<file path="config.mk">
export PLATFORM = sky130hd
export DESIGN_NAME = adc_acq_ctrl
export DESIGN_NICKNAME = d
export VERILOG_FILES = /design/src/rtl/adc_acq_ctrl.sv
export SDC_FILE = /design/constraint.sdc
export NUM_CORES = 1
export LEC_CHECK = 0
export ABC_AREA = 0
export BUFFER_PORTS_ARGS = -buffer_cell sky130_fd_sc_hd__clkbuf_2
export CORE_ASPECT_RATIO = 1.2
export CORE_MARGIN = 1
export CORE_UTILIZATION = 60
export CTS_BUF_LIST = sky130_fd_sc_hd__clkbuf_4 sky130_fd_sc_hd__clkbuf_8 sky130_fd_sc_hd__clkbuf_16
export CTS_CLUSTER_DIAMETER = 120
export DETAILED_ROUTE_END_ITERATION = 12
export GPL_TIMING_DRIVEN = 0
export PLACE_DENSITY = 0.91
export SLEW_MARGIN = 20
export SYNTH_ARGS = -nofsm -noshare
export SYNTH_HDL_FRONTEND = slang
export SYNTH_SLANG_ARGS = --single-unit
</file>
<file path="constraint.sdc">
create_clock -name clk -period 13.3 [get_ports clk]
set_clock_uncertainty 0.05 [all_clocks]
set_input_delay 1.995 -clock clk [delete_from_list [all_inputs] [get_ports clk]]
set_output_delay 1.995 -clock clk [all_outputs]
set_load 0.02 [all_outputs]
</file>
<file path="src/rtl/adc_acq_ctrl.sv">
// adc_acq_ctrl
//   Acquisition sequencer for the ADS8861 capture path.
//   - Free-running sample timer drives convst (high for CONV_CYCLES of each
//     period, period = max(period, MIN_PERIOD), reloaded at every wrap).
//   - Samples returned by the reader (adc_valid/adc_data) are written into a
//     circular sample RAM during PRE / WAIT_TRIG / POST.
//   - Level/edge trigger (signed) with optional auto-trigger timeout;
//     the record holds pre_depth samples before the trigger sample and
//     2^ADDR_W - pre_depth - 1 after it.
// Ports
//   clk, rst            clock, synchronous active-high reset
//   arm, stop           capture start / abort pulses (stop has priority)
//   period              sample period in clk cycles
//   trig_level/edge/auto trigger threshold, 0=rising 1=falling, auto mode
//   pre_depth           pre-trigger samples, captured at arm
//   convst              ADC conversion start
//   adc_valid, adc_data sample from the serial reader
//   wr_en/addr/data     sample RAM write port
//   busy, triggered, done, trig_addr  status to readout logic
module adc_acq_ctrl #(
  parameter int ADDR_W       = 10,
  parameter int DATA_W       = 16,
  parameter int CONV_CYCLES  = 48,
  parameter int MIN_PERIOD   = 72,
  parameter int AUTO_TIMEOUT = 65535
) (
  input  logic              clk,
  input  logic              rst,
  input  logic              arm,
  input  logic              stop,
  input  logic [23:0]       period,
  input  logic [DATA_W-1:0] trig_level,
  input  logic              trig_edge,
  input  logic              trig_auto,
  input  logic [ADDR_W-1:0] pre_depth,
  output logic              convst,
  input  logic              adc_valid,
  input  logic [DATA_W-1:0] adc_data,
  output logic              wr_en,
  output logic [ADDR_W-1:0] wr_addr,
  output logic [DATA_W-1:0] wr_data,
  output logic              busy,
  output logic              triggered,
  output logic              done,
  output logic [ADDR_W-1:0] trig_addr
);

  localparam int TW = $clog2(AUTO_TIMEOUT + 1);
  localparam logic [TW-1:0] AUTO_MAX = TW'(AUTO_TIMEOUT);
  localparam logic [23:0]   MINP     = 24'(MIN_PERIOD);
  localparam logic [23:0]   CONVC    = 24'(CONV_CYCLES);

  typedef enum logic [2:0] {S_IDLE, S_PRE, S_WAIT, S_POST, S_DONE} state_t;

  state_t              state, state_n;
  logic [23:0]         cnt, p_lat, p_eff;
  logic [ADDR_W-1:0]   ptr, scnt, pre_d, rem;
  logic [TW-1:0]       tcnt;
  logic [DATA_W-1:0]   prev;
  logic                prev_valid;
  logic                take, edge_hit, fire, arm_go;
  logic signed [DATA_W-1:0] cur_s, prv_s, lvl_s;

  assign p_eff = (period < MINP) ? MINP : period;
  // Samples remaining after the trigger sample: (2^ADDR_W - 1) - pre_d.
  assign rem   = ~pre_d;
  assign cur_s = adc_data;
  assign prv_s = prev;
  assign lvl_s = trig_level;

  assign busy = (state == S_PRE) || (state == S_WAIT) || (state == S_POST);
  assign done = (state == S_DONE);

  always_comb begin
    take     = 1'b0;
    edge_hit = 1'b0;
    fire     = 1'b0;
    arm_go   = 1'b0;
    state_n  = state;
    take     = adc_valid && ((state == S_PRE) || (state == S_WAIT) || (state == S_POST));
    // First sample after arm has no predecessor and only seeds prev.
    if (prev_valid)
      edge_hit = trig_edge ? ((prv_s > lvl_s) && (cur_s <= lvl_s))
                           : ((prv_s < lvl_s) && (cur_s >= lvl_s));
    fire   = take && (state == S_WAIT) && (edge_hit || (trig_auto && (tcnt == AUTO_MAX)));
    arm_go = arm && !stop && ((state == S_IDLE) || (state == S_DONE));
    if (stop) begin
      state_n = S_IDLE;
    end else begin
      case (state)
        S_IDLE, S_DONE: if (arm) state_n = (pre_depth == '0) ? S_WAIT : S_PRE;
        S_PRE:  if (take && (scnt == pre_d - ADDR_W'(1))) state_n = S_WAIT;
        S_WAIT: if (fire) state_n = (rem == '0) ? S_DONE : S_POST;
        S_POST: if (take && (scnt == rem - ADDR_W'(1))) state_n = S_DONE;
        default: state_n = S_IDLE;
      endcase
    end
  end

  always_ff @(posedge clk) begin
    if (rst) begin
      state      <= S_IDLE;
      cnt        <= '0;
      p_lat      <= p_eff;
      convst     <= 1'b0;
      ptr        <= '0;
      scnt       <= '0;
      tcnt       <= '0;
      pre_d      <= '0;
      prev       <= '0;
      prev_valid <= 1'b0;
      wr_en      <= 1'b0;
      wr_addr    <= '0;
      wr_data    <= '0;
      triggered  <= 1'b0;
      trig_addr  <= '0;
    end else begin
      state <= state_n;

      // sample timer: convst mirrors the count one cycle later
      if (cnt >= p_lat - 24'd1) begin
        cnt   <= '0;
        p_lat <= p_eff;
      end else begin
        cnt <= cnt + 24'd1;
      end
      convst <= (cnt < CONVC);

      wr_en <= take && !stop;
      if (take) begin
        wr_addr    <= ptr;
        wr_data    <= adc_data;
        ptr        <= ptr + ADDR_W'(1);
        prev       <= adc_data;
        prev_valid <= 1'b1;
      end

      // scnt counts samples within the current phase (PRE or POST)
      if (arm_go || (state_n != state)) scnt <= '0;
      else if (take)                    scnt <= scnt + ADDR_W'(1);

      if (arm_go)
        tcnt <= '0;
      else if (take && (state == S_WAIT) && !fire && (tcnt != AUTO_MAX))
        tcnt <= tcnt + TW'(1);

      if (arm_go) begin
        ptr        <= '0;
        prev_valid <= 1'b0;
        pre_d      <= pre_depth;
      end

      if (stop || arm_go) triggered <= 1'b0;
      else if (fire)      triggered <= 1'b1;
      if (fire) trig_addr <= ptr;
    end
  end

endmodule

</file>
==> impl_metrics.ini, run 1 <==
[timing]
fmax_mhz = 170.0
slew_violations = 0
finalHoldViolCount = 0
rsz0062_at_grt = no
fin_setup_tns_ps = 0
timing.final.crit_share_pct = 44.23
worst_slew_pin_slew_ps = 855.3
slew_headroom_pct = 42.46
layout_min_cycle_time_ps = 5882
setup-violations-final = 0

[global_route]
grt_pass1_wl_um = 33680
antenna_found_initial = 0
grt_max_degree = 34
grt_usage_pct = 31.13
overflow = 0
first_global_vias = 7225

[synth]
synth_area_per_cell_um2 = 8.384
synth_area_leaders = dfxtp_1 28%, ha_1 10%, edfxtp_1 9.1%
ys_warn_count = 0
synth_area_um2 = 7948
syn-instance-count = 948
ys_top_cells_by_count = 137 x nand2_1, 113 x dfxtp_1, 91 x nor2_1, 72 x a21oi_1, 64 x ha_1
synth-seq-cells = 137
ys_seq_area_share_pct = 37.53
ys.flop_type = dfxtp_1
syn_nets = 1085
ys_types = 58
synth_top_area_cell = dfxtp_1
synthArstFlopShare_pct = 0
synth-edff-count = 24
yosysMostFrequentCell = nand2_1
netlist.area_leader.share_pct = 28.46

[worst_setup_path]
worst_ep_required_time_ps = 13290
cp_max_fo = 33
worst_setup_path_end_kind = flip-flop
cp-start-kind = flip-flop
timing.rr.start = p_lat[3]$_SDFFCE_PN1P_
cp.arrival_ps = 5870
ff2ff_path_depth = 14
r2r_end = p_lat[20]$_SDFFCE_PN0P_
critPathKind = flip-flop to flip-flop
reg2reg_slack_ps = 7420

[die]
dieWidth_um = 107.1
dieArea_um2 = 13710
ios = 114
fp-row-count = 45
start_util_pct = 62.18
die_h_um = 128.1
core_area_um2 = 12780

[drt]
via_count = 7552
via_per_inst = 6.018
drt_iter0_drc = 547
post-route-drc-count = 0
wirelength_um = 20940
antenna_left = 0
dr.pass1.iters = 5
wire_per_inst_um = 16.69

[hold_path]
hold_path_depth = 2
hp-start = wr_addr[6]$_SDFFE_PP0P_
hold_class = flip-flop to flip-flop
min_to = wr_addr[6]$_SDFFE_PP0P_

[placed_design]
dp_hpwl_um = 15180
place_area_um2 = 8710
globalplace.congestion = 0.9391
port_buffers = 111

[layout]
fin_nets = 1215
regArea_um2 = 2983
syn_to_final_growth_pct = 16.64
drive_gt1_share_pct = 14.94
num_antenna_cells = 0
finalInstanceArea_um2 = 9270
fillCellCount = 914
multiInputGateArea_um2 = 4612

[clock_tree]
numCtsBuffers = 17
clkLatencyLatePin_ps = 420
cts_setup_buffers = 0
cts_resized = 0
ctsHoldBuffers = 0
h-tree-depth = 4
clock_path_buffers = 2
cts.sinks = 137
clkSlewWorstSetupHoldPaths_ps = 60
cts_tree = built
cts_root_buf = clkbuf_16

[job]
drv_cap = 0

[status]
outcome = finished clean

[power]
power.density_nw_per_um2 = 105.6
ir_worst_vdd_v = 0.00009662
cellLeakagePower_nw = 3.753
[routing by layer]
| layer | wire, um | share of wire [%] | GRT usage, % | up-vias |
|---|---|---|---|---|
| met2 | 10640 | 51 | 56.13 | 303 |
| met4 | 654 | 3.1 | 14.59 | 0 |
| li1 | - | - | - | 3595 |
| met5 | 0 | 0 | 0 | - |
| met3 | 1164 | 5.6 | 5.796 | 64 |
| met1 | 8490 | 41 | 35.24 | 3590 |
[how the worst max path moves through the flow]
| stage | from | to | slack (ps) | cells past startpoint |
|---|---|---|---|---|
| floorplan | p_lat[3]$_SDFFCE_PN1P_ | p_lat[0]$_SDFFCE_PN0P_ | 8390 | 14 |
| global placement | p_lat[3]$_SDFFCE_PN1P_ | p_lat[9]$_SDFFCE_PN0P_ | 7320 | 14 |
| detailed placement | p_lat[3]$_SDFFCE_PN1P_ | p_lat[4]$_SDFFCE_PN0P_ | 7720 | 14 |
| CTS | p_lat[3]$_SDFFCE_PN1P_ | p_lat[18]$_SDFFCE_PN0P_ | 7500 | 14 |
| global route | p_lat[3]$_SDFFCE_PN1P_ | p_lat[20]$_SDFFCE_PN0P_ | 7150 | 14 |
| finish | p_lat[3]$_SDFFCE_PN1P_ | p_lat[20]$_SDFFCE_PN0P_ | 7420 | 14 |
[flip-flops by register name, indices dropped and copies added, names as in the netlist]
register	flops
triggered	1
wr_addr	10
pre_d	10
ptr	10
state	3
prev	16
trig_addr	10
tcnt	16
p_lat	24
cnt	24
scnt	10
prev_valid	1
wr_en	1
convst	1
[critical path: stages, from the launching register on]
cell and delay [ps]:
edfxtp_1 420, nor4_1 410, nand2_1 120, nor4_1 490, nand2_1 190, nor4_1 690, nand2_1 150, xor2_1 200
ha_1 300, nand4_1 180, or4_1 570, o21ai_0 290, a21boi_0 180, o21ai_1 540, clkbuf_2 720
[area by class of cell]
type | count | area share [%]
Sequential cell | 137 | 32.18
Clock inverter | 10 | 0.7288
Inverter | 37 | 1.498
Buffer | 52 | 2.321
Tap cell | 164 | 2.214
Timing Repair Buffer | 111 | 5.993
Clock buffer | 22 | 5.318
Multi-Input combinational cell | 722 | 49.75
[power breakdown]
part	total [mW]	internal, mW	switching (mW)
Combinational	0.0942	0.0380	0.0562
Sequential	0.439	0.431	0.00793
Clock	0.446	0.263	0.183
[layout by cell type (no fill, tap or decap), types with 3 or more instances in the layout]
cell,synthesis,routed
a211o_1,3,3
a211oi_1,4,4
a21o_1,9,9
a21oi_1,72,72
a31oi_1,4,4
and3_1,16,16
and4_1,3,3
clkbuf_1,47,46
clkbuf_16,0,18
clkbuf_2,0,112
clkinv_2,0,4
clkinvlp_4,0,4
dfxtp_1,113,113
edfxtp_1,24,24
ha_1,64,64
inv_1,37,37
mux2i_1,13,13
nand2_1,137,137
nand2b_1,4,4
nand3_1,33,33
nand3b_1,6,6
nand4_1,30,30
nor2_1,91,91
nor2b_1,11,11
nor3_1,20,20
nor3b_1,11,11
nor4_1,20,20
nor4_2,3,3
o211ai_1,4,4
o21ai_0,20,20
o221ai_1,3,3
o31ai_1,9,9
or2_2,5,5
or3_1,10,10
or4_1,13,13
xnor2_1,32,32
xor2_1,45,45
[kinds of logic after synthesis]
group           count (synthesis)  share of synthesized area (%)
fa+ha+maj                      64                          10.08
compound gates                149                          11.79
mux                            13                          1.637
simple gates                  419                          26.04
flops                         137                          37.53
buf+inv                        89                          4.440
xor+xnor                       77                          8.486
[metrics by stage]
step	instances	power [mW]	utilization [%]	hold slack [ps]	setup WS [ps]
2_1_floorplan	948	0.5057	-	397.6	8391
3_3_place_gp	1223	0.5351	68.14	393.3	7324
3_5_place_dp	1223	0.5382	68.14	401.3	7723
4_1_cts	1255	0.9771	72.53	410.2	7505
5_1_grt	1255	1.009	72.53	438.9	7152
6_report	1255	0.9791	72.53	408.4	7418
(Power assumes the default switching activity.)
==> inputs of run 2 (changes only) <==
CORE_UTILIZATION = 58   (was 60)
PLACE_DENSITY = 0.89   (was 0.91)
clock period = 5.45 ns   (was 13.3 ns; I/O delays follow)
==> impl_metrics.ini, run 2 (synthesized netlist as in run 1, its figures left out) <==
[power]
power.density_nw_per_um2 = 258.1
ir_worst_vdd_v = 0.0002012
cellLeakagePower_nw = 3.787

[worst_setup_path]
ff2ff_path_depth = 15
critPathKind = flip-flop to flip-flop
cp_num_buf_inv = 2
worst_ep_required_time_ps = 5530
cp.arrival_ps = 5180
timing.rr.start = p_lat[3]$_SDFFCE_PN1P_
cp-start-kind = flip-flop
slowest_delay_ps = 550
r2r_end = p_lat[9]$_SDFFCE_PN0P_
endpoint = p_lat[9]$_SDFFCE_PN0P_
cp_max_fo = 20
setup.worst_path.start = p_lat[3]$_SDFFCE_PN1P_
crit_chain = nor4_1, nand2_1, nor3_1, nand3b_1, or4_1, nor2_1, xnor2_1, ha_1, nand4_1, or4_1, o21ai_0, a21boi_0, o21ai_2, clkbuf_2, buf_16
critPathTopFamily = simple AND/OR/NAND/NOR gates
cp_num_cells = 15
cp_common_cell = or4_1
reg2reg_slack_ps = 350
worst_setup_path_end_kind = flip-flop
cp_slowest_cell = or4_1

[timing]
worst_slew_pin_slew_ps = 713.1
slew_headroom_pct = 52.06
timing.final.crit_share_pct = 93.52
finalHoldViolCount = 0
fin_setup_tns_ps = 0
rsz0062_at_grt = no
layout_min_cycle_time_ps = 5097
setup-violations-final = 0
slew_violations = 0
fmax_mhz = 196.2

[layout]
final_cells = 1259
fin_nets = 1216
layout_common_cells = 137 x nand2_1, 113 x dfxtp_1, 112 x clkbuf_2
final_util_pct = 70.19
num_antenna_cells = 0
syn_to_final_growth_pct = 17.41
reg_top3 = cnt: 24 flops, p_lat: 24 flops
fillCellCount = 995
drive_gt1_share_pct = 15.22
final_common_cell = nand2_1
finalInstanceArea_um2 = 9331

[drt]
wirelength_um = 20930
dr.pass1.iters = 5
post-route-drc-count = 0
drt_iter0_drc = 434
via_per_inst = 5.986
via_count = 7537
wire_per_inst_um = 16.62
antenna_left = 0

[clock_tree]
cts_setup_buffers = 0
h-tree-depth = 4
numCtsBuffers = 17
clock_path_buffers = 2
cts_tree = built
ctsHoldBuffers = 0
clkSlewWorstSetupHoldPaths_ps = 60
clkLatencyLatePin_ps = 430
cts_root_buf = clkbuf_16
cts.sinks = 137

[placed_design]
globalplace.congestion = 0.9121
dp_hpwl_um = 15420
place_area_um2 = 8742
dp.cells = 1228
port_buffers = 111

[die]
ios = 114
dieWidth_um = 108.9
die_h_um = 130.2
fp-row-count = 46
start_util_pct = 59.78
core_area_um2 = 13300
dieArea_um2 = 14180

[hold_path]
hold_class = flip-flop to flip-flop

[status]
outcome = finished clean

[global_route]
grt_usage_pct = 30.52
grt_max_degree = 21
first_global_vias = 7383
antenna_found_initial = 0
grt_pass1_wl_um = 33710
overflow = 0

[job]
drv_cap = 0
==> run 2: through the flow <==
stage	worst slack [ps]	hold WS (ps)	power, mW
after floorplan	541.4	397.6	1.234
after global placement	-561.8	395.1	1.306
after detailed placement	83.77	397.4	1.318
after CTS	222.5	410.3	2.407
after global routing	45.03	433.5	2.487
final	353.2	411.5	2.409
==> run 2: report_power, final <==
| part | internal [mW] | switching, mW | total (mW) |
|---|---|---|---|
| combinational | 0.0949 | 0.137 | 0.232 |
| clock | 0.681 | 0.423 | 1.10 |
| sequential | 1.05 | 0.0209 | 1.07 |
| total | 1.83 | 0.581 | 2.41 |
==> run 2: worst min-delay path by stage <==
stage | to | slack [ps] | start | depth (start not counted)
final | wr_addr[7]$_SDFFE_PP0P_ | 410 | wr_addr[7]$_SDFFE_PP0P_ | 2
after global routing | wr_addr[6]$_SDFFE_PP0P_ | 430 | wr_addr[6]$_SDFFE_PP0P_ | 2
after CTS | wr_addr[7]$_SDFFE_PP0P_ | 410 | wr_addr[7]$_SDFFE_PP0P_ | 2
after detailed placement | wr_addr[7]$_SDFFE_PP0P_ | 400 | wr_addr[7]$_SDFFE_PP0P_ | 2
after global placement | wr_addr[6]$_SDFFE_PP0P_ | 400 | wr_addr[6]$_SDFFE_PP0P_ | 2
after floorplan | tcnt[10]$_SDFFE_PP0P_ | 400 | tcnt[10]$_SDFFE_PP0P_ | 2
==> run 2: repair_timing <==
action / CTS / global route
gates resized for setup: 1 / 2
setup endpoints to repair: 16 / 28
pin swaps: 0 / 0
==> run 2: layout make-up <==
class | instances | area, um^2 | share of cell area [%]
Buffer | 52 | 215.2 | 2.306
Clock buffer | 25 | 539.3 | 5.779
Clock inverter | 6 | 33.78 | 0.3620
Inverter | 37 | 138.9 | 1.488
Multi-Input combinational cell | 722 | 4628 | 49.60
Sequential cell | 137 | 2983 | 31.97
Tap cell | 168 | 210.2 | 2.253
Timing Repair Buffer | 112 | 583.1 | 6.248
==> run 2: routing by layer <==
| layer | up-vias | share of wire, % | GRT usage [%] | wire length (um) |
|---|---|---|---|---|
| met5 | - | 0 | 0 | 0 |
| met4 | 0 | 3.3 | 14.71 | 686 |
| met3 | 61 | 5.3 | 6.344 | 1115 |
| met2 | 282 | 51 | 55.75 | 10640 |
| met1 | 3584 | 41 | 33.21 | 8481 |
| li1 | 3610 | - | - | - |
==> run 2: worst register-to-register path: cells and delay by family (launching register included) <==
| family | cells | cell delay, ps |
|---|---|---|
| DFF | 1 | 430 |
| AOI/OAI and AO/OA | 3 | 750 |
| and+or+nand+nor | 8 | 2510 |
| buffers and inverters | 2 | 640 |
| xor gates and xnor gates | 1 | 110 |
| adders and majority gates | 1 | 300 |
==> inputs of run 3 (changes only) <==
clock period = 5.1 ns   (was 5.45 ns; I/O delays follow)
==> impl_metrics.ini, run 3 (synthesized netlist as in run 1, its figures left out) <==
[placed_design]
globalplace.congestion = 0.9121
port_buffers = 111
place_area_um2 = 8742
dp_hpwl_um = 15420
dp_worst_setup_slack_ps = -266.2

[die]
fp-row-count = 46
start_util_pct = 59.78
ios = 114
core_area_um2 = 13300
dieArea_um2 = 14180
die_h_um = 130.2
dieWidth_um = 108.9

[power]
combPwrFrac_pct = 9.7
clkPwrFrac_pct = 45.8
power.density_nw_per_um2 = 275.5
p_int_mw = 1.954
switching_share_pct = 24.09
ir_worst_vdd_v = 0.0002154
seq_power_share_pct = 44.5
netSwitchingPower_mw = 0.6199
cellLeakagePower_nw = 3.793

[clock_tree]
h-tree-depth = 4
clkSlewWorstSetupHoldPaths_ps = 60
clkLatencyLatePin_ps = 430
cts_tree = built
clock_path_buffers = 2
cts_root_buf = clkbuf_16
numCtsBuffers = 17
cts.sinks = 137

[drt]
post-route-drc-count = 0
dr.pass1.iters = 5
antenna_left = 0
via_count = 7560
wirelength_um = 20910
via_per_inst = 6.000
drt_iter0_drc = 480
wire_per_inst_um = 16.60

[worst_setup_path]
worst_setup_path_end_kind = flip-flop
cp.arrival_ps = 4920
worst_ep_required_time_ps = 5180
reg2reg_slack_ps = 270
critPathKind = flip-flop to flip-flop
cp-start-kind = flip-flop
cp_max_fo = 20
ff2ff_path_depth = 15

[timing]
worst_slew_pin_slew_ps = 709.3
holdWs_ps = 413.6
slew_violations = 0
timing.final.crit_share_pct = 94.75
finalHoldViolCount = 0
layout_min_cycle_time_ps = 4832
fin_ws_ps = 268.0
fmax_mhz = 207.0
slew_headroom_pct = 52.32
setup-violations-final = 0
rsz0062_at_grt = no

[global_route]
overflow = 0
grt_pass1_wl_um = 33730
grt_max_degree = 21
first_global_vias = 7386
antenna_found_initial = 0
grt_usage_pct = 30.53

[hold_path]
hold_path_depth = 2
hold_class = flip-flop to flip-flop

[layout]
final_util_pct = 70.26
reg_top3 = cnt: 24 flops, p_lat: 24 flops
layout_common_cells = 137 x nand2_1, 113 x dfxtp_1, 111 x clkbuf_2
syn_to_final_growth_pct = 17.54
num_antenna_cells = 0
fillCellCount = 997
finalInstanceArea_um2 = 9341
regArea_um2 = 2983
final_common_cell = nand2_1
drive_gt1_share_pct = 15.29
multiInputGateArea_um2 = 4628
fin_nets = 1217

[status]
outcome = finished clean

[job]
drv_cap = 0
[run 3: stage by stage]
| step | setup TNS, ps | total power, mW | std cells |
|---|---|---|---|
| finish | 0 | 2.573 | 1260 |
| CTS | 0 | 2.572 | 1259 |
| detailed placement | -5481 | 1.408 | 1228 |
| global placement | -28740 | 1.396 | 1227 |
| global route | 0 | 2.659 | 1260 |
| floorplan | 0 | 1.319 | 948 |
[run 3: critical path, cell delays in order (launching register included)]
cell      delay, ps
edfxtp_1        430
nor4_1          390
nand2_1         140
nor3_1          330
nand3b_1        260
or4_1           550
nor2_1          160
xnor2_1         110
ha_1            300
nand4_1         150
or4_1           550
o21ai_0         180
a21boi_0        170
o21ai_2         230
clkbuf_4        310
buf_16          200
[run 3: cell type report]
class | instances | area share [%]
clock inverter | 6 | 0.3616
sequential | 137 | 31.93
buffer | 52 | 2.331
tap | 168 | 2.250
clock buffer | 25 | 5.773
multi-input combinational | 722 | 49.54
timing repair buffer | 113 | 6.322
inverter | 37 | 1.487
[run 3: timing repair]
item | CTS | global route
resized for setup | 2 | 3
endpoints found under the setup margin | 37 | 43
buffers inserted | 0 | 1
pin swaps | 0 | 1
hold buffers | 0 | 0
[run 3: layer usage]
layer | track usage [%] | part of all wire, % | up-vias
met4 | 14.71 | 3.3 | 0
met2 | 55.75 | 51 | 306
met1 | 33.24 | 40 | 3583
met3 | 6.344 | 5.6 | 57
met5 | 0 | 0 | -
li1 | - | - | 3614
[run 3: power groups by stage]
| stage | sequential (mW) | combinational, mW | clock (mW) |
|---|---|---|---|
| finish | 1.15 | 0.249 | 1.18 |
| global route | 1.15 | 0.274 | 1.24 |
| CTS | 1.15 | 0.245 | 1.18 |
| detailed placement | 1.17 | 0.241 | 0 |
| global placement | 1.17 | 0.229 | 0 |
| floorplan | 1.17 | 0.152 | 0 |
[run 3: path summary, 6_finish.rpt]
kind	start	endpoint
worst max-delay path	p_lat[3]$_SDFFCE_PN1P_	p_lat[7]$_SDFFCE_PN0P_
worst min-delay path	wr_addr[7]$_SDFFE_PP0P_	wr_addr[7]$_SDFFE_PP0P_
worst max register to register	p_lat[3]$_SDFFCE_PN1P_	p_lat[7]$_SDFFCE_PN0P_
worst min register to register	wr_addr[7]$_SDFFE_PP0P_	wr_addr[7]$_SDFFE_PP0P_
